<file path="src/rtl/fwd_hazard_unit_pkg.sv">
// Shared encodings for the forwarding/hazard unit: operand select codes, MDU state enum
// and the MDU countdown width helper.
package fwd_hazard_unit_pkg;

   localparam logic [1:0] FWD_REG = 2'd0;
   localparam logic [1:0] FWD_W   = 2'd1;
   localparam logic [1:0] FWD_M   = 2'd2;

   typedef enum logic [1:0] {
      MDU_IDLE = 2'd0,
      MDU_BUSY = 2'd1,
      MDU_DONE = 2'd2
   } mduState_e;

   // Countdown runs MDU_LAT-1..0, so a one- or two-cycle MDU still needs one bit.
   function automatic int cntWidth(input int lat);
      return (lat <= 2) ? 1 : $clog2(lat);
   endfunction

endpackage

</file>
<file path="src/rtl/fwd_hazard_unit_if.sv">
// Datapath-side bundle of the forwarding/hazard unit; master drives pipeline state,
// slave is the unit itself.
interface fwd_hazard_unit_if #(
   parameter int DW   = 32,
   parameter int AW   = 5,
   parameter int NSRC = 2,
   parameter int CNTW = 16
);
   logic [NSRC*AW-1:0] rs_d;
   logic [NSRC*AW-1:0] rs_e;
   logic [NSRC*DW-1:0] rd_e;
   logic [AW-1:0]      writereg_e;
   logic               regwrite_e;
   logic               memtoreg_e;
   logic [AW-1:0]      writereg_m;
   logic               regwrite_m;
   logic [DW-1:0]      aluout_m;
   logic [AW-1:0]      writereg_w;
   logic               regwrite_w;
   logic [DW-1:0]      result_w;
   logic               mdu_start_e;
   logic               mdu_use_d;

   logic [NSRC*DW-1:0] src_e;
   logic [NSRC*2-1:0]  fwd_sel;
   logic               stall_f;
   logic               stall_d;
   logic               flush_e;
   logic               mdu_busy;
   logic               mdu_done;
   logic [CNTW-1:0]    stall_cnt;

   modport master (
      output rs_d, rs_e, rd_e, writereg_e, regwrite_e, memtoreg_e,
             writereg_m, regwrite_m, aluout_m, writereg_w, regwrite_w, result_w,
             mdu_start_e, mdu_use_d,
      input  src_e, fwd_sel, stall_f, stall_d, flush_e, mdu_busy, mdu_done, stall_cnt
   );

   modport slave (
      input  rs_d, rs_e, rd_e, writereg_e, regwrite_e, memtoreg_e,
             writereg_m, regwrite_m, aluout_m, writereg_w, regwrite_w, result_w,
             mdu_start_e, mdu_use_d,
      output src_e, fwd_sel, stall_f, stall_d, flush_e, mdu_busy, mdu_done, stall_cnt
   );

endinterface

</file>
<file path="src/rtl/fwd_hazard_unit_fwd_sel_mux.sv">
// One E-stage operand: picks regfile, W or M value by destination match (M wins).
// Purely combinational, no backpressure.
module fwd_sel_mux
   import fwd_hazard_unit_pkg::*;
#(
   parameter int DW = 32,
   parameter int AW = 5
) (
   input  logic [AW-1:0] rsE,
   input  logic [DW-1:0] rdE,
   input  logic          regwriteM,
   input  logic [AW-1:0] writeregM,
   input  logic [DW-1:0] aluoutM,
   input  logic          regwriteW,
   input  logic [AW-1:0] writeregW,
   input  logic [DW-1:0] resultW,
   output logic [1:0]    sel,
   output logic [DW-1:0] src
);

   logic hitM;
   logic hitW;

   // r0 is hardwired zero, so a write to it must never be forwarded.
   assign hitM = regwriteM && (writeregM != '0) && (writeregM == rsE);
   assign hitW = regwriteW && (writeregW != '0) && (writeregW == rsE);

   always_comb begin
      sel = FWD_REG;
      src = rdE;
      if (hitM) begin
         sel = FWD_M;
         src = aluoutM;
      end else if (hitW) begin
         sel = FWD_W;
         src = resultW;
      end
   end

endmodule

</file>
<file path="src/rtl/fwd_hazard_unit.sv">
// Operand forwarding, load-use / MDU hazard stalls and a saturating stall counter.
// Forwarding and stall outputs are same-cycle combinational; MDU status is registered.
module fwd_hazard_unit
   import fwd_hazard_unit_pkg::*;
#(
   parameter int DW      = 32,
   parameter int AW      = 5,
   parameter int NSRC    = 2,
   parameter int MDU_LAT = 4,
   parameter int CNTW    = 16
) (
   input  logic              clk,
   input  logic              rst_n,
   fwd_hazard_unit_if.slave  hif
);

   localparam int MCW = cntWidth(MDU_LAT);

   logic [NSRC*DW-1:0] srcE;
   logic [NSRC*2-1:0]  fwdSel;

   for (genvar i = 0; i < NSRC; i++) begin : gOperand
      fwd_sel_mux #(.DW(DW), .AW(AW)) uMux (
         .rsE       (hif.rs_e[i*AW +: AW]),
         .rdE       (hif.rd_e[i*DW +: DW]),
         .regwriteM (hif.regwrite_m),
         .writeregM (hif.writereg_m),
         .aluoutM   (hif.aluout_m),
         .regwriteW (hif.regwrite_w),
         .writeregW (hif.writereg_w),
         .resultW   (hif.result_w),
         .sel       (fwdSel[i*2 +: 2]),
         .src       (srcE[i*DW +: DW])
      );
   end

   assign hif.src_e   = srcE;
   assign hif.fwd_sel = fwdSel;

   logic lwHit;
   logic lwStall;
   logic mduStall;
   logic stall;

   always_comb begin
      lwHit = 1'b0;
      for (int i = 0; i < NSRC; i++) begin
         if (hif.rs_d[i*AW +: AW] == hif.writereg_e) lwHit = 1'b1;
      end
   end

   mduState_e       mduState;
   logic [MCW-1:0]  mduCnt;
   logic            busyQ;
   logic            doneQ;

   assign lwStall  = hif.regwrite_e && hif.memtoreg_e && (hif.writereg_e != '0) && lwHit;
   // A start in this cycle already blocks a dependent D-stage reader.
   assign mduStall = hif.mdu_use_d && (busyQ || hif.mdu_start_e);
   assign stall    = lwStall || mduStall;

   always_ff @(posedge clk or negedge rst_n) begin
      if (!rst_n) begin
         mduState <= MDU_IDLE;
         mduCnt   <= '0;
         busyQ    <= 1'b0;
         doneQ    <= 1'b0;
      end else begin
         case (mduState)
            MDU_BUSY: begin
               if (mduCnt == '0) begin
                  mduState <= MDU_DONE;
                  busyQ    <= 1'b0;
                  doneQ    <= 1'b1;
               end else begin
                  mduCnt   <= mduCnt - 1'b1;
               end
            end
            default: begin
               doneQ <= 1'b0;
               if (hif.mdu_start_e) begin
                  mduState <= MDU_BUSY;
                  mduCnt   <= MCW'(MDU_LAT - 1);
                  busyQ    <= 1'b1;
               end else begin
                  mduState <= MDU_IDLE;
                  busyQ    <= 1'b0;
               end
            end
         endcase
      end
   end

   logic [CNTW-1:0] stallCnt;

   always_ff @(posedge clk or negedge rst_n) begin
      if (!rst_n) begin
         stallCnt <= '0;
      end else if (stall && (stallCnt != '1)) begin
         stallCnt <= stallCnt + 1'b1;
      end
   end

   assign hif.stall_f   = stall;
   assign hif.stall_d   = stall;
   assign hif.flush_e   = stall;
   assign hif.mdu_busy  = busyQ;
   assign hif.mdu_done  = doneQ;
   assign hif.stall_cnt = stallCnt;

endmodule
</file>
<file path="src/flat_wrapper.sv">
// flat-port wrapper written by rule: the top's interface ports become plain ports
module fwd_hazard_unit_flat import fwd_hazard_unit_pkg::*;
#(
   parameter int DW      = 32,
   parameter int AW      = 5,
   parameter int NSRC    = 2,
   parameter int MDU_LAT = 4,
   parameter int CNTW    = 16
)
  (clk, rst_n, hif_rs_d, hif_rs_e, hif_rd_e, hif_writereg_e, hif_regwrite_e, hif_memtoreg_e, hif_writereg_m, hif_regwrite_m, hif_aluout_m, hif_writereg_w, hif_regwrite_w, hif_result_w, hif_mdu_start_e, hif_mdu_use_d, hif_src_e, hif_fwd_sel, hif_stall_f, hif_stall_d, hif_flush_e, hif_mdu_busy, hif_mdu_done, hif_stall_cnt);
  fwd_hazard_unit_if #(.DW(DW), .AW(AW), .NSRC(NSRC), .CNTW(CNTW)) hif_i ();
  input  logic clk;
  input  logic rst_n;
  input wire logic [$bits(hif_i.rs_d)-1:0] hif_rs_d;
  input wire logic [$bits(hif_i.rs_e)-1:0] hif_rs_e;
  input wire logic [$bits(hif_i.rd_e)-1:0] hif_rd_e;
  input wire logic [$bits(hif_i.writereg_e)-1:0] hif_writereg_e;
  input wire logic [$bits(hif_i.regwrite_e)-1:0] hif_regwrite_e;
  input wire logic [$bits(hif_i.memtoreg_e)-1:0] hif_memtoreg_e;
  input wire logic [$bits(hif_i.writereg_m)-1:0] hif_writereg_m;
  input wire logic [$bits(hif_i.regwrite_m)-1:0] hif_regwrite_m;
  input wire logic [$bits(hif_i.aluout_m)-1:0] hif_aluout_m;
  input wire logic [$bits(hif_i.writereg_w)-1:0] hif_writereg_w;
  input wire logic [$bits(hif_i.regwrite_w)-1:0] hif_regwrite_w;
  input wire logic [$bits(hif_i.result_w)-1:0] hif_result_w;
  input wire logic [$bits(hif_i.mdu_start_e)-1:0] hif_mdu_start_e;
  input wire logic [$bits(hif_i.mdu_use_d)-1:0] hif_mdu_use_d;
  output wire logic [$bits(hif_i.src_e)-1:0] hif_src_e;
  output wire logic [$bits(hif_i.fwd_sel)-1:0] hif_fwd_sel;
  output wire logic [$bits(hif_i.stall_f)-1:0] hif_stall_f;
  output wire logic [$bits(hif_i.stall_d)-1:0] hif_stall_d;
  output wire logic [$bits(hif_i.flush_e)-1:0] hif_flush_e;
  output wire logic [$bits(hif_i.mdu_busy)-1:0] hif_mdu_busy;
  output wire logic [$bits(hif_i.mdu_done)-1:0] hif_mdu_done;
  output wire logic [$bits(hif_i.stall_cnt)-1:0] hif_stall_cnt;
  assign hif_i.rs_d = hif_rs_d;
  assign hif_i.rs_e = hif_rs_e;
  assign hif_i.rd_e = hif_rd_e;
  assign hif_i.writereg_e = hif_writereg_e;
  assign hif_i.regwrite_e = hif_regwrite_e;
  assign hif_i.memtoreg_e = hif_memtoreg_e;
  assign hif_i.writereg_m = hif_writereg_m;
  assign hif_i.regwrite_m = hif_regwrite_m;
  assign hif_i.aluout_m = hif_aluout_m;
  assign hif_i.writereg_w = hif_writereg_w;
  assign hif_i.regwrite_w = hif_regwrite_w;
  assign hif_i.result_w = hif_result_w;
  assign hif_i.mdu_start_e = hif_mdu_start_e;
  assign hif_i.mdu_use_d = hif_mdu_use_d;
  assign hif_src_e = hif_i.src_e;
  assign hif_fwd_sel = hif_i.fwd_sel;
  assign hif_stall_f = hif_i.stall_f;
  assign hif_stall_d = hif_i.stall_d;
  assign hif_flush_e = hif_i.flush_e;
  assign hif_mdu_busy = hif_i.mdu_busy;
  assign hif_mdu_done = hif_i.mdu_done;
  assign hif_stall_cnt = hif_i.stall_cnt;
  fwd_hazard_unit #(.DW(DW), .AW(AW), .NSRC(NSRC), .MDU_LAT(MDU_LAT), .CNTW(CNTW)) u_core (.clk(clk), .rst_n(rst_n), .hif(hif_i));
endmodule
</file>
<file path="config.mk">
export PLATFORM = sky130hd
export DESIGN_NAME = fwd_hazard_unit_flat
export DESIGN_NICKNAME = d
export VERILOG_FILES = /design/src/rtl/fwd_hazard_unit_pkg.sv /design/src/rtl/fwd_hazard_unit_if.sv /design/src/rtl/fwd_hazard_unit_fwd_sel_mux.sv /design/src/rtl/fwd_hazard_unit.sv /design/src/flat_wrapper.sv
export SDC_FILE = /design/constraint.sdc
export NUM_CORES = 1
export LEC_CHECK = 0
export BUFFER_PORTS_ARGS = -buffer_cell sky130_fd_sc_hd__buf_2
export CELL_PAD_IN_SITES_DETAIL_PLACEMENT = 1
export CELL_PAD_IN_SITES_GLOBAL_PLACEMENT = 1
export CORE_MARGIN = 3
export CORE_UTILIZATION = 27
export DETAILED_ROUTE_END_ITERATION = 8
export PLACE_DENSITY = 0.88
export SETUP_SLACK_MARGIN = 0.2
export SYNTH_ARGS = -nofsm -noshare
export SYNTH_HDL_FRONTEND = slang
export SYNTH_HIERARCHICAL = 1
export SYNTH_SLANG_ARGS = --single-unit
</file>
<file path="constraint.sdc">
create_clock -name clk -period 2.3 [get_ports clk]
set_input_delay 0.115 -clock clk [delete_from_list [all_inputs] [get_ports clk]]
set_output_delay 0.115 -clock clk [all_outputs]
set_load 0.01 [all_outputs]
</file>
==> out/metrics.csv <==
stage,metric,value,unit
status,status,completed,
logic_synthesis,Synth area leaders,"dfrtp_1, o31ai_1, nand4_1",
drt,met1 wire length,8.100,mm
sta,setup TNS,0,ns
global_route,first-pass GRT wire length,30.37,mm
layout,Area Overhead vs Synth,44.84,%
global_route,largest net degree at the start of global routing,34,
drt,WL/cell,22.99,um
min_path,hold crit path type,in2reg,
placement,Area after DPL,0.004991,mm^2
sta,fin crit share,86.02,%
critical_path,crit path max fanout,21,
drt,Final ANT Viol Nets,0,
power,switch share,44.40,%
critical_path,r2r endpoint,u_core/hif.stall_cnt[2]$_DFFE_PN0P_,
logic_synthesis,synthesized area per cell,7.126,um^2
logic_synthesis,Post-synth EDFFs,0,
power,Worst VDD drop,0.3607,mV
critical_path,Worst EP arrival,1.86,ns
power,internal power,1275,uW
critical_path,Worst R2R Start,u_core/hif.stall_cnt[0]$_DFFE_PN0P_,
power,Leakage,0.002057,uW
power,Reg power frac,23.7,%
critical_path,Worst Reg-to-Reg Cells,7,
power,Clock power frac,21.1,%
logic_synthesis,share of synthesized registers carrying an async set or reset,100.0,%
power,Comb power frac,55.3,%
clocking,CTS H-tree depth,1,
drt,Vias/cell,6.159,
min_path,hold depth,3,
sta,RSZ-0062 raised after global routing,no,
logic_synthesis,YS warnings,6,
placement,routability cong.,0.9306,
floorplanning,Die Wd,120.3,um
power,PwrDens,449.0,mW/mm^2
clocking,"CTS clk-pin slew, worst paths",0.06,ns
logic_synthesis,sequential cell area fraction in the yosys report,14.19,%
drt,DRC errors left,0,
sta,Slew @ Worst Pin,0.6719,ns
drt,top sig layer,met4,
critical_path,Worst EP required,2.18,ns
drt,drt first-iter violations,650,
clocking,CTS tree,done,
global_route,initial antenna violation count,1,
logic_synthesis,synthesized area,0.003527,mm^2
floorplanning,Core Area,0.01267,mm^2
drt,met2 wire len,9.720,mm
sta,Clock Skews,0.004048,ns
clocking,clock buffer depth,2,
floorplanning,Die ar.,0.01447,mm^2
layout,Nets,894,
critical_path,Crit-path slowest cell,nor4_1,
clocking,Post-CTS Hold Buffers,1,
clocking,clock sinks,20,
logic_synthesis,"Distinct cells, synth",47,
layout,layout cells sized above 1,43.75,%
clocking,CTS buffer count,3,
power,P_sw,1019,uW
sta,Slew headroom,54.80,%
logic_synthesis,Commonest cells post-synth,"nand4_1, nor4_1, a31oi_1, o31ai_1, clkbuf_1",
logic_synthesis,"count leader, synth",nand4_1,
layout,design area,0.005109,mm^2
logic_synthesis,"FF+latch count, synth",20,
min_path,Hold Crit Start,hif_mdu_start_e,
drt,drt first pass iters,5,
critical_path,"slowest stage delay, CP",0.59,ns
drt,total wire length,20.53,mm
sta,final setup vio count,0,
global_route,"Remaining Overflow, GRT",0,
logic_synthesis,top-area cell type share of the netlist area,14.19,%
sta,Fmax,505.5,MHz
min_path,hold path endpoint,u_core/mduState[0]$_DFFE_PN0P_,
clocking,Root Buffer,clkbuf_16,
floorplanning,I/O Pins,260,
placement,PortBufs,259,
logic_synthesis,syn_nets,668,
logic_synthesis,Post-Syn Instances,495,
critical_path,Setup CP Type,in2out,
drt,met3 wire length,1.929,mm
clocking,Post-CTS Setup Inserts,0,
floorplanning,# rows,41,
global_route,vias in the first global route,5348,
critical_path,"Cell Chain, Critical Path",buf_2 -> nor4_1 -> o21a_1 -> buf_4 -> o31ai_1 -> a31oi_1 -> buf_2,
logic_synthesis,largest area contributor in the netlist,dfrtp_1,
floorplanning,Die Ht,120.3,um
sta,final worst path period need,1.978,ns
clocking,clk_lat worst skew,0.25,ns
critical_path,r2r setup slk,0.33,ns
placement,HPWL after DPL,16.25,mm
placement,# placed instances,887,
logic_synthesis,ys flop type,dfrtp_1,
sta,max-slew violations,0,
clocking,Post-CTS Resized,0,
floorplanning,Initial Util,27.84,%
critical_path,CP Launch Type,input pin,
layout,non-filler cells in the finished layout,893,
global_route,All-Layer GR Usage,26.37,%
sta,"Hold Vio Cnt, Final",0,
run,Max-cap violations,0,
drt,DR vias,5500,
critical_path,Setup crit end kind,output port,
critical_path,Most Frequent Cell on Critical Path,buf_2,
## through the flow
step | setup slack (ns) | hold slack (ns) | util (%) | power, uW
2_1_floorplan | 0.4263 | -0.1806 | - | 1206
3_3_place_gp | 0.4227 | 0.08804 | 39.39 | 1753
3_5_place_dp | 0.3241 | 0.1049 | 39.39 | 1789
4_1_cts | 0.3087 | 0.2023 | 40.30 | 2282
5_1_grt | 0.2106 | 0.2604 | 40.32 | 2436
6_report | 0.3216 | 0.2138 | 40.32 | 2294
## cell families after synthesis
family,after synthesis,share of synthesized area (%)
and+or+nand+nor,204,34.94
AOI/OAI and AO/OA,156,31.50
buffers and inverters,77,9.329
adders and majority gates,2,0.7094
xor gates and xnor gates,32,7.946
DFF,20,14.19
muxes,4,1.383
## how the worst max path moves through the flow
stage,from,end,slack (ns),depth (start not counted)
2_1_floorplan,u_core/hif.stall_cnt[0]$_DFFE_PN0P_,u_core/hif.stall_cnt[1]$_DFFE_PN0P_,0.43,6
3_3_place_gp,hif_rs_e[0],hif_src_e[20],0.42,7
3_5_place_dp,hif_rs_e[0],hif_src_e[20],0.32,7
4_1_cts,hif_rs_e[0],hif_src_e[20],0.31,7
5_1_grt,hif_rs_e[0],hif_src_e[15],0.21,7
6_report,hif_rs_e[0],hif_src_e[20],0.32,7
## layer usage
layer  vias to the layer above  global-route usage [%]
li1                       2485                       -
met1                      2589                   33.51
met2                       367                   44.22
met3                        59                   4.958
met4                         0                   10.27
met5                         -                       0
## worst max-delay path: cells and delay by family
kind                   cells  cell delay (ns)
and+or+nand+nor            1             0.59
buffers and inverters      3             0.56
AOI/OAI and AO/OA          3             0.59
## power groups by stage
stage	combinational [uW]	clock [uW]	sequential, uW
6_report	1270	484	543
3_5_place_dp	1240	0	546
5_1_grt	1370	501	566
4_1_cts	1250	490	543
2_1_floorplan	651	0	555
3_3_place_gp	1210	0	542
## area by class of cell
cell class,instances,area [um^2]
Clock buffer,3,75.07
Multi-Input combinational cell,398,2705
Antenna cell,1,2.502
Fill cell,1698,7562
Clock inverter,1,30.03
Tap cell,172,215.2
Timing Repair Buffer,291,1551
Sequential cell,20,500.5
Inverter,7,28.78
## placed cells by master, fill, tap and decap left out, types with 3 or more instances in the layout
master	Yosys	final
xnor2_1	30	30
and2_1	4	4
nand2_1	18	18
nor2_1	10	10
nand3_1	13	13
a21oi_4	3	3
o31ai_1	64	64
a21oi_1	6	6
buf_4	6	30
nor4_1	66	66
inv_1	4	4
or3_1	4	4
buf_2	12	259
o21ai_0	3	3
dfrtp_1	20	20
nand4_1	67	67
a31oi_1	65	65
o21a_1	4	4
and3_1	6	6
clkbuf_16	0	3
## registers in the layout, summed over array words and instances (netlist names)
register / count
u_core/hif.stall_cnt: 16
u_core/mduCnt: 2
u_core/mduState: 2
Power figures use the tool's default switching activity.
